[src/rtl/tts_pkg.sv]
// tts_pkg: shared state encoding, default sizing and slice helper for truth_table_sequencer.
package tts_pkg;
    typedef enum logic [1:0] {IDLE, APPLY, SAMPLE, DONE} state_t;
    localparam int N_IN_DEF = 3;
    localparam int NVEC = 2**N_IN_DEF;
    function automatic int slice_lo(input int vec, input int width);
        return vec * width;
    endfunction
endpackage

[src/rtl/tts_dwell_counter.sv]
// tts_dwell_counter: loadable down-counter that parks at zero and flags it.
module tts_dwell_counter #(
    parameter int W = 3
) (
    input  logic         clk,
    input  logic         rst_n,
    input  logic         i_load,
    input  logic         i_en,
    input  logic [W-1:0] i_val,
    output logic         o_zero
);
    logic [W-1:0] r_cnt;
    always_ff @(posedge clk or negedge rst_n) begin
        if (!rst_n) r_cnt <= '0;
        else if (i_load) r_cnt <= i_val;
        else if (i_en && r_cnt != '0) r_cnt <= r_cnt - W'(1);
    end
    assign o_zero = r_cnt == '0;
endmodule

[src/rtl/truth_table_sequencer.sv]
// truth_table_sequencer: walks every input vector, dwells, samples the datapath
// and scores the response against a truth table latched at start.
module truth_table_sequencer
    import tts_pkg::*;
#(
    parameter int N_IN  = N_IN_DEF,
    parameter int N_OUT = 2,
    parameter int DWELL = 4
) (
    input  logic                         clk,
    input  logic                         rst_n,
    input  logic                         start,
    input  logic [(2**N_IN)*N_OUT-1:0]   exp_table,
    output logic [N_IN-1:0]              dut_in,
    input  logic [N_OUT-1:0]             dut_out,
    output logic                         busy,
    output logic                         done,
    output logic                         pass,
    output logic [N_IN:0]                fail_count,
    output logic                         first_fail_valid,
    output logic [N_IN-1:0]              first_fail_vec,
    output logic [(2**N_IN)*N_OUT-1:0]   captured
);
    localparam int NV = 2**N_IN;
    localparam int DW = $clog2(DWELL + 1);

    state_t            r_state, w_next;
    logic [N_IN-1:0]   r_vec, r_ffvec;
    logic [N_IN:0]     r_fail;
    logic              r_ffv, r_pass;
    logic [N_OUT-1:0]  r_exp [NV];
    logic [N_OUT-1:0]  r_cap [NV];
    logic [N_OUT-1:0]  w_tab [NV];
    logic              w_accept, w_sample, w_last, w_miss, w_zero;

    genvar g;
    for (g = 0; g < NV; g++) begin : g_slice
        assign w_tab[g] = exp_table[slice_lo(g, N_OUT) +: N_OUT];
        assign captured[slice_lo(g, N_OUT) +: N_OUT] = r_cap[g];
    end

    assign w_accept = r_state == IDLE && start;
    assign w_sample = r_state == SAMPLE;
    assign w_last   = r_vec == N_IN'(NV - 1);
    assign w_miss   = w_sample && dut_out != r_exp[r_vec];

    tts_dwell_counter #(.W(DW)) u_dwell (
        .clk    (clk),
        .rst_n  (rst_n),
        .i_load (w_accept || (w_sample && !w_last)),
        .i_en   (r_state == APPLY),
        .i_val  (DW'(DWELL - 1)),
        .o_zero (w_zero)
    );

    always_ff @(posedge clk or negedge rst_n) begin
        if (!rst_n) r_state <= IDLE;
        else r_state <= w_next;
    end

    always_comb begin
        w_next = r_state;
        w_next = r_state == IDLE   ? (start  ? APPLY : IDLE)  :
                 r_state == APPLY  ? (w_zero ? SAMPLE : APPLY) :
                 r_state == SAMPLE ? (w_last ? DONE : APPLY)   : IDLE;
    end

    always_ff @(posedge clk or negedge rst_n) begin
        if (!rst_n) begin
            r_vec   <= '0;
            r_fail  <= '0;
            r_ffv   <= 1'b0;
            r_ffvec <= '0;
            r_pass  <= 1'b0;
            r_exp   <= '{default: '0};
            r_cap   <= '{default: '0};
        end else if (w_accept) begin
            r_vec   <= '0;
            r_fail  <= '0;
            r_ffv   <= 1'b0;
            r_ffvec <= '0;
            r_pass  <= 1'b0;
            r_exp   <= w_tab;
            r_cap   <= '{default: '0};
        end else if (w_sample) begin
            r_cap[r_vec] <= dut_out;
            if (w_miss) r_fail <= r_fail + (N_IN+1)'(1);
            if (w_miss && !r_ffv) begin
                r_ffv   <= 1'b1;
                r_ffvec <= r_vec;
            end
            // pass is settled on the last sample so it is already valid while done pulses
            if (w_last) r_pass <= !w_miss && r_fail == '0;
            else r_vec <= r_vec + N_IN'(1);
        end
    end

    assign dut_in           = (r_state == APPLY || w_sample) ? r_vec : '0;
    assign busy             = r_state != IDLE;
    assign done             = r_state == DONE;
    assign pass             = r_pass;
    assign fail_count       = r_fail;
    assign first_fail_valid = r_ffv;
    assign first_fail_vec   = r_ffvec;
endmodule

[config.mk]
export PLATFORM = sky130hd
export DESIGN_NAME = truth_table_sequencer
export DESIGN_NICKNAME = d
export VERILOG_FILES = /design/src/rtl/tts_pkg.sv /design/src/rtl/tts_dwell_counter.sv /design/src/rtl/truth_table_sequencer.sv
export SDC_FILE = /design/constraint.sdc
export NUM_CORES = 1
export LEC_CHECK = 0
export CORE_ASPECT_RATIO = 1.75
export CORE_UTILIZATION = 51
export CTS_CLUSTER_DIAMETER = 60
export DETAILED_ROUTE_END_ITERATION = 16
export PLACE_DENSITY = 0.85
export SYNTH_ARGS = -nofsm -noshare
export SYNTH_HDL_FRONTEND = slang
export SYNTH_SLANG_ARGS = --single-unit
[constraint.sdc]
create_clock -name clk -period 2.8 [get_ports clk]
set_clock_uncertainty 0.2 [all_clocks]
set_input_delay 0.84 -clock clk [delete_from_list [all_inputs] [get_ports clk]]
set_output_delay 0.84 -clock clk [all_outputs]
set_load 0.03 [all_outputs]
==> results of run 1 <==
worst max-delay path, stage by stage, from the launching register on:
cell	delay [ps]
dfrtp_1	430
inv_1	80
ha_1	300
and2_1	140
dlygate4sd2_1	400
layout make-up:
class                   instances  area [um2]  area share
flip-flops and latches         49        1230       0.384
multi-input cells             175        1170       0.367
repair buffers                 59         571       0.179
clock buffers                   6        82.6      0.0259
well taps                      52        65.1      0.0204
clock inverters                 2        37.5      0.0118
inverters                      10        37.5      0.0118
state kept, by name, indices dropped and copies added, names as in the netlist:
register / count
r_vec: 3
fail_count: 4
first_fail_valid: 1
first_fail_vec: 3
r_state: 2
captured: 16
pass: 1
r_exp: 16
u_dwell.r_cnt: 3
worst paths after layout:
kind                                           endpoint  cells past startpoint
setup reg to reg                captured[4]$_DFFE_PN0P_                      6
min in group asynchronous  u_dwell.r_cnt[0]$_DFFE_PN0P_                      1
max in group asynchronous          r_exp[9]$_DFFE_PN0P_                      2
hold / removal                    r_exp[13]$_DFFE_PN0P_                      2
setup / recovery                              dut_in[2]                      4
hold reg to reg                   r_exp[13]$_DFFE_PN0P_                      2
metrics by stage:
step,instance area [um2],setup slack [ps],cells
2_1_floorplan,2510,676,249
3_3_place_gp,3070,240,345
3_5_place_dp,3070,190,345
4_1_cts,3190,124,353
5_1_grt,3190,15.0,353
6_report,3190,114,353
routing by layer:
| layer | GRT usage | vias to the layer above |
|---|---|---|
| met1 | 0.269 | 959 |
| met2 | 0.376 | 35 |
| met3 | 0.0451 | 7 |
| met4 | 0.0750 | 0 |
| li1 | - | 920 |
| met5 | 0 | - |
layout by cell type, fill, tap and decap left out:
cell,count
inv_1,10
nand2b_1,4
mux2i_1,32
ha_1,10
buf_4,8
mux4_2,2
nor2_1,20
o21ai_0,1
nor2b_1,2
nor4_1,1
clkdlybuf4s50_1,45
xnor2_1,3
and4_1,1
clkbuf_8,6
and2_1,4
xnor2_4,2
a21boi_0,1
dfrtp_1,49
buf_2,1
clkinvlp_4,1
and3_1,2
a32o_1,1
nand2_1,61
nand4_1,1
o21ai_2,1
nor3b_1,4
nor3_1,4
o21ai_1,1
o211ai_1,6
nand4b_1,3
dlygate4sd2_1,4
buf_12,1
bufinv_16,1
a21oi_1,5
nand3_1,3
logic make-up after synthesis:
group                      after synthesis
xor gates and xnor gates                 5
adders and majority gates               10
and+or+nand+nor                        110
buffers and inverters                   25
muxes                                   34
AOI/OAI and AO/OA                       16
DFF                                     49
timing repair:
action,in CTS,in global routing
endpoints found under the hold margin,0,0
setup buffers,0,0
resized for setup,4,0
endpoints found under the setup margin,4,0
power groups by stage:
stage,Sequential (mW),Clock (mW),Combinational [mW]
2_1_floorplan,1.07,0,0.824
3_3_place_gp,1.01,0,1.17
3_5_place_dp,1.03,0,1.19
4_1_cts,1.01,0.540,1.19
5_1_grt,1.04,0.565,1.30
6_report,1.02,0.530,1.18
==> flow_summary.json, run 1 <==
{
  "status": "finished, final reports clean",
  "p_per_area_nw_per_um2": 855,
  "setup_viol": 0,
  "wirelength_um": 5140,
  "synth_xor_area_frac": 0.0324,
  "cts_buffers": 5,
  "fmax_mhz": 372,
  "wl_per_cell_um": 14.6,
  "maxCapViolCount": 0,
  "syn_area_um2": 2510,
  "r2r_setup_slack_ps": 540,
  "power_frac_seq": 0.372,
  "ys_top_cells_by_count": "nand2_1, dfrtp_1, mux2i_1",
  "core_area_um2": 4710,
  "root_buffer": "clkbuf_8",
  "required_ps": 1760,
  "path_max_fanout": 5,
  "fillCellCount": 398,
  "gp_congestion": 0.788,
  "swShare": 0.386,
  "htree_levels": 2,
  "route.met3.wl_um": 178,
  "yosys_warnings": 0,
  "ys.flop_type": "dfrtp_1",
  "finalHoldViolCount": 0,
  "top_layer_used": "met4",
  "num_antenna_cells": 0,
  "leakage_nw": 1.57,
  "finalPower_mw": 2.73,
  "muxShareOfSynthArea": 0.146,
  "clk_latency_ps": 300,
  "cts_hold_buffers": 0,
  "m1WireLength_um": 2200,
  "yosysTopAreaCell": "dfrtp_1",
  "hold_ws_ps": 281,
  "worstSetupPathType": "register to primary output",
  "startpoint": "r_state[0]$_DFF_PN0_",
  "overflow": 0,
  "drt_pass1_iterations": 4,
  "worstHoldStart": "r_exp[13]$_DFFE_PN0P_",
  "r2r-start": "r_state[0]$_DFF_PN0_",
  "synth-async-reset-ratio": 1.00,
  "grt_max_degree": 33,
  "synth_compound_area_frac": 0.0424,
  "drive_gt1_frac": 0.0764,
  "cts_tree": "built",
  "avgSynthCellArea_um2": 10.1,
  "syn-num-nets": 280,
  "drc": 0,
  "end_kind": "primary output",
  "grt_pass1_wl_um": 8390,
  "p_clk_frac": 0.194,
  "area_delta_synth_final_pct": 27.1,
  "die_w_um": 55.0,
  "die_h_um": 94.8,
  "track_usage": 0.222,
  "vdd_ir_drop_max_mv": 0.646,
  "min_path_type": "register to register",
  "antenna_found_initial": 0,
  "drtAntennaViolNets": 0,
  "grt_pass1_vias": 1872,
  "synth_top_area_frac": 0.489,
  "synth_edf_count": 0,
  "rows": 33,
  "first_iter_violations": 46,
  "start_kind": "register",
  "slew_violations": 0,
  "dpl.hpwl_um": 3600,
  "fp.dieArea_um2": 5220,
  "rsz0062_at_grt": "false",
  "synth_top_cells_by_area": "dfrtp_1, mux2i_1, nand2_1",
  "synth-simple-area-share": 0.196,
  "comb_power_share": 0.434,
  "yosysMostFrequentCell": "nand2_1",
  "min_period_over_period": 0.959,
  "tightest_slew_ps": 583,
  "synthDistinctLibCells": 31,
  "crit_arrival_ps": 1650,
  "synthAdderAreaFrac": 0.0499,
  "final_nets": 331,
  "syn_inst": 249,
  "path_clk_slew_ps": 90,
  "clock_path_buffers": 2,
  "routed_via_density": 5.44,
  "synth_top_family_by_area": "simple AND/OR/NAND/NOR gates",
  "dr_total_vias": 1921,
  "fin_setup_tns_ps": 0,
  "maxSlewHeadroom": 0.612,
  "routed-wl-met2_um": 2700,
  "finalCriticalPeriod_ps": 2690,
  "utilization": 0.678,
  "start_util": 0.533,
  "p_sw_mw": 1.05,
  "internal-power_mw": 1.67,
  "ios": 51,
  "numClockSinks": 49,
  "ys_ff_latch": 49,
  "port_buffers": 50,
  "ys_seq_area_frac": 0.489
}
Power figures use the tool's default switching activity.
==> run 2: changes to the inputs <==
--- a/config.mk
+++ b/config.mk
@@ -6,10 +6,10 @@
 export NUM_CORES = 1
 export LEC_CHECK = 0
 export CORE_ASPECT_RATIO = 1.75
-export CORE_UTILIZATION = 51
+export CORE_UTILIZATION = 45
 export CTS_CLUSTER_DIAMETER = 60
 export DETAILED_ROUTE_END_ITERATION = 16
-export PLACE_DENSITY = 0.85
+export PLACE_DENSITY = 0.77
 export SYNTH_ARGS = -nofsm -noshare
 export SYNTH_HDL_FRONTEND = slang
 export SYNTH_SLANG_ARGS = --single-unit
==> run 2 against run 1 <==
Routed wire length up 1.8%. Highest routed layer unchanged. Critical path type unchanged. Register-to-register slack about the same. Via count down 0.10%. Largest cell class unchanged. Largest power group unchanged. Combinational power about the same. Worst setup slack about the same.
==> flow_summary.json, run 2 (same netlist as run 1, synthesis figures left out) <==
{
  "gp_congestion": 0.813,
  "die_h_um": 101,
  "setup_viol": 0,
  "maxCapViolCount": 0,
  "cts_hold_buffers": 0,
  "drt_pass1_iterations": 4,
  "routed_via_density": 5.09,
  "start_util": 0.474,
  "seq_area_um2": 1230,
  "antenna_found_initial": 0,
  "maxSlewHeadroom": 0.625,
  "wl_per_cell_um": 13.9,
  "track_usage": 0.199,
  "wirelength_um": 5240,
  "die_w_um": 58.5,
  "worstSetupPathType": "register to primary output",
  "multi_input_area_um2": 1170,
  "htree_levels": 2,
  "first_iter_violations": 68,
  "clock_path_buffers": 2,
  "area_delta_synth_final_pct": 29.3,
  "path_clk_slew_ps": 90,
  "path_max_fanout": 5,
  "status": "finished, final reports clean",
  "dpl.cell_count": 369,
  "worstHoldStart": "r_exp[13]$_DFFE_PN0P_",
  "root_buffer": "clkbuf_8",
  "fin_cells": 377,
  "min_period_over_period": 0.959,
  "r2r-start": "r_state[0]$_DFF_PN0_",
  "finalCriticalPeriod_ps": 2690,
  "tightest_slew_ps": 563,
  "p_clk_frac": 0.213,
  "overflow": 0,
  "fp.dieArea_um2": 5890,
  "num_antenna_cells": 0,
  "p_per_area_nw_per_um2": 863,
  "fillCellCount": 431,
  "internal-power_mw": 1.75,
  "cts_buffers": 5,
  "crit_arrival_ps": 1650,
  "finalHoldViolCount": 0,
  "drtAntennaViolNets": 0,
  "swShare": 0.376,
  "clk_latency_ps": 310,
  "fmax_mhz": 372,
  "grt_pass1_wl_um": 8750,
  "utilization": 0.613,
  "power_frac_seq": 0.360,
  "final_nets": 333,
  "final_common_cell": "nand2_1",
  "rsz0062_at_grt": "false",
  "drc": 0,
  "start_kind": "register",
  "core_area_um2": 5300,
  "fin_setup_tns_ps": 0,
  "dr_total_vias": 1919,
  "min_path_type": "register to register",
  "r2r_setup_slack_ps": 540,
  "port_buffers": 50,
  "ios": 51,
  "numClockSinks": 49,
  "leakage_nw": 1.59,
  "end_kind": "primary output",
  "startpoint": "r_state[0]$_DFF_PN0_",
  "drive_gt1_frac": 0.0825,
  "grt_max_degree": 50,
  "grt_pass1_vias": 1888,
  "rows": 35,
  "comb_power_share": 0.427,
  "layout_common_cells": "nand2_1, dfrtp_1, clkdlybuf4s50_1, mux2i_1, nor2_1",
  "dpl.hpwl_um": 3800,
  "vdd_ir_drop_max_mv": 0.554,
  "p_sw_mw": 1.05,
  "slew_violations": 0,
  "required_ps": 1760,
  "cts_tree": "built"
}
[run 2: changes by cell type in the layout (fill, tap and decap cells not counted), sizes merged]
cell | previous run | this run
buf | 10 | 12
bufinv | 1 | 2
clkbuf | 6 | 5
clkinv | 0 | 1
clkinvlp | 1 | 0
[run 2: power groups by stage]
| stage | Sequential (mW) | Combinational (mW) | Clock [mW] |
|---|---|---|---|
| 6_report | 1.01 | 1.20 | 0.596 |
| 2_1_floorplan | 1.07 | 0.824 | 0 |
| 5_1_grt | 1.03 | 1.33 | 0.630 |
| 4_1_cts | 1.01 | 1.21 | 0.606 |
| 3_3_place_gp | 1.02 | 1.19 | 0 |
| 3_5_place_dp | 1.03 | 1.21 | 0 |
[run 2: layout make-up]
cell class,count,share of cell area
Clock buffer,5,0.0212
Clock inverter,3,0.0200
Inverter,10,0.0116
Multi-Input combinational cell,175,0.360
Sequential cell,49,0.378
Tap cell,74,0.0285
Timing Repair Buffer,61,0.180
[run 2: path summary, 6_finish.rpt]
| kind | to | depth (start not counted) |
|---|---|---|
| min reg2reg | r_exp[13]$_DFFE_PN0P_ | 2 |
| max | dut_in[1] | 4 |
| max in group asynchronous | captured[3]$_DFFE_PN0P_ | 2 |
| min in group asynchronous | r_exp[2]$_DFFE_PN0P_ | 2 |
| min | r_exp[13]$_DFFE_PN0P_ | 2 |
| max reg2reg | captured[5]$_DFFE_PN0P_ | 6 |
[run 2: routing by layer]
layer	global-route usage	vias to the layer above	wire, um
met5	0	-	0
met4	0.0769	0	112
met3	0.0359	8	238
met2	0.363	46	2830
met1	0.224	936	2060
li1	-	929	-
[run 2: timing repair]
| action | 4_1_cts | 5_1_grt |
|---|---|---|
| setup endpoints to repair | 4 | 0 |
| endpoints found under the hold margin | 0 | 0 |
| gates resized for setup | 4 | 0 |
| setup buffers | 0 | 0 |
[run 2: critical path: stages (launching register included)]
cell and delay (ps):
dfrtp_1 430, inv_1 100, ha_1 300, and2_1 110, dlygate4sd2_1 390
[run 2: stage by stage]
step | cell area (um2) | setup WS, ps | power, mW | hold WS (ps)
after global placement | 3120 | 239 | 2.21 | 258
final | 3250 | 114 | 2.80 | 283
after floorplan | 2510 | 676 | 1.89 | 245
after CTS | 3250 | 109 | 2.82 | 283
after detailed placement | 3120 | 181 | 2.24 | 261
after global routing | 3250 | 16.6 | 3.00 | 304
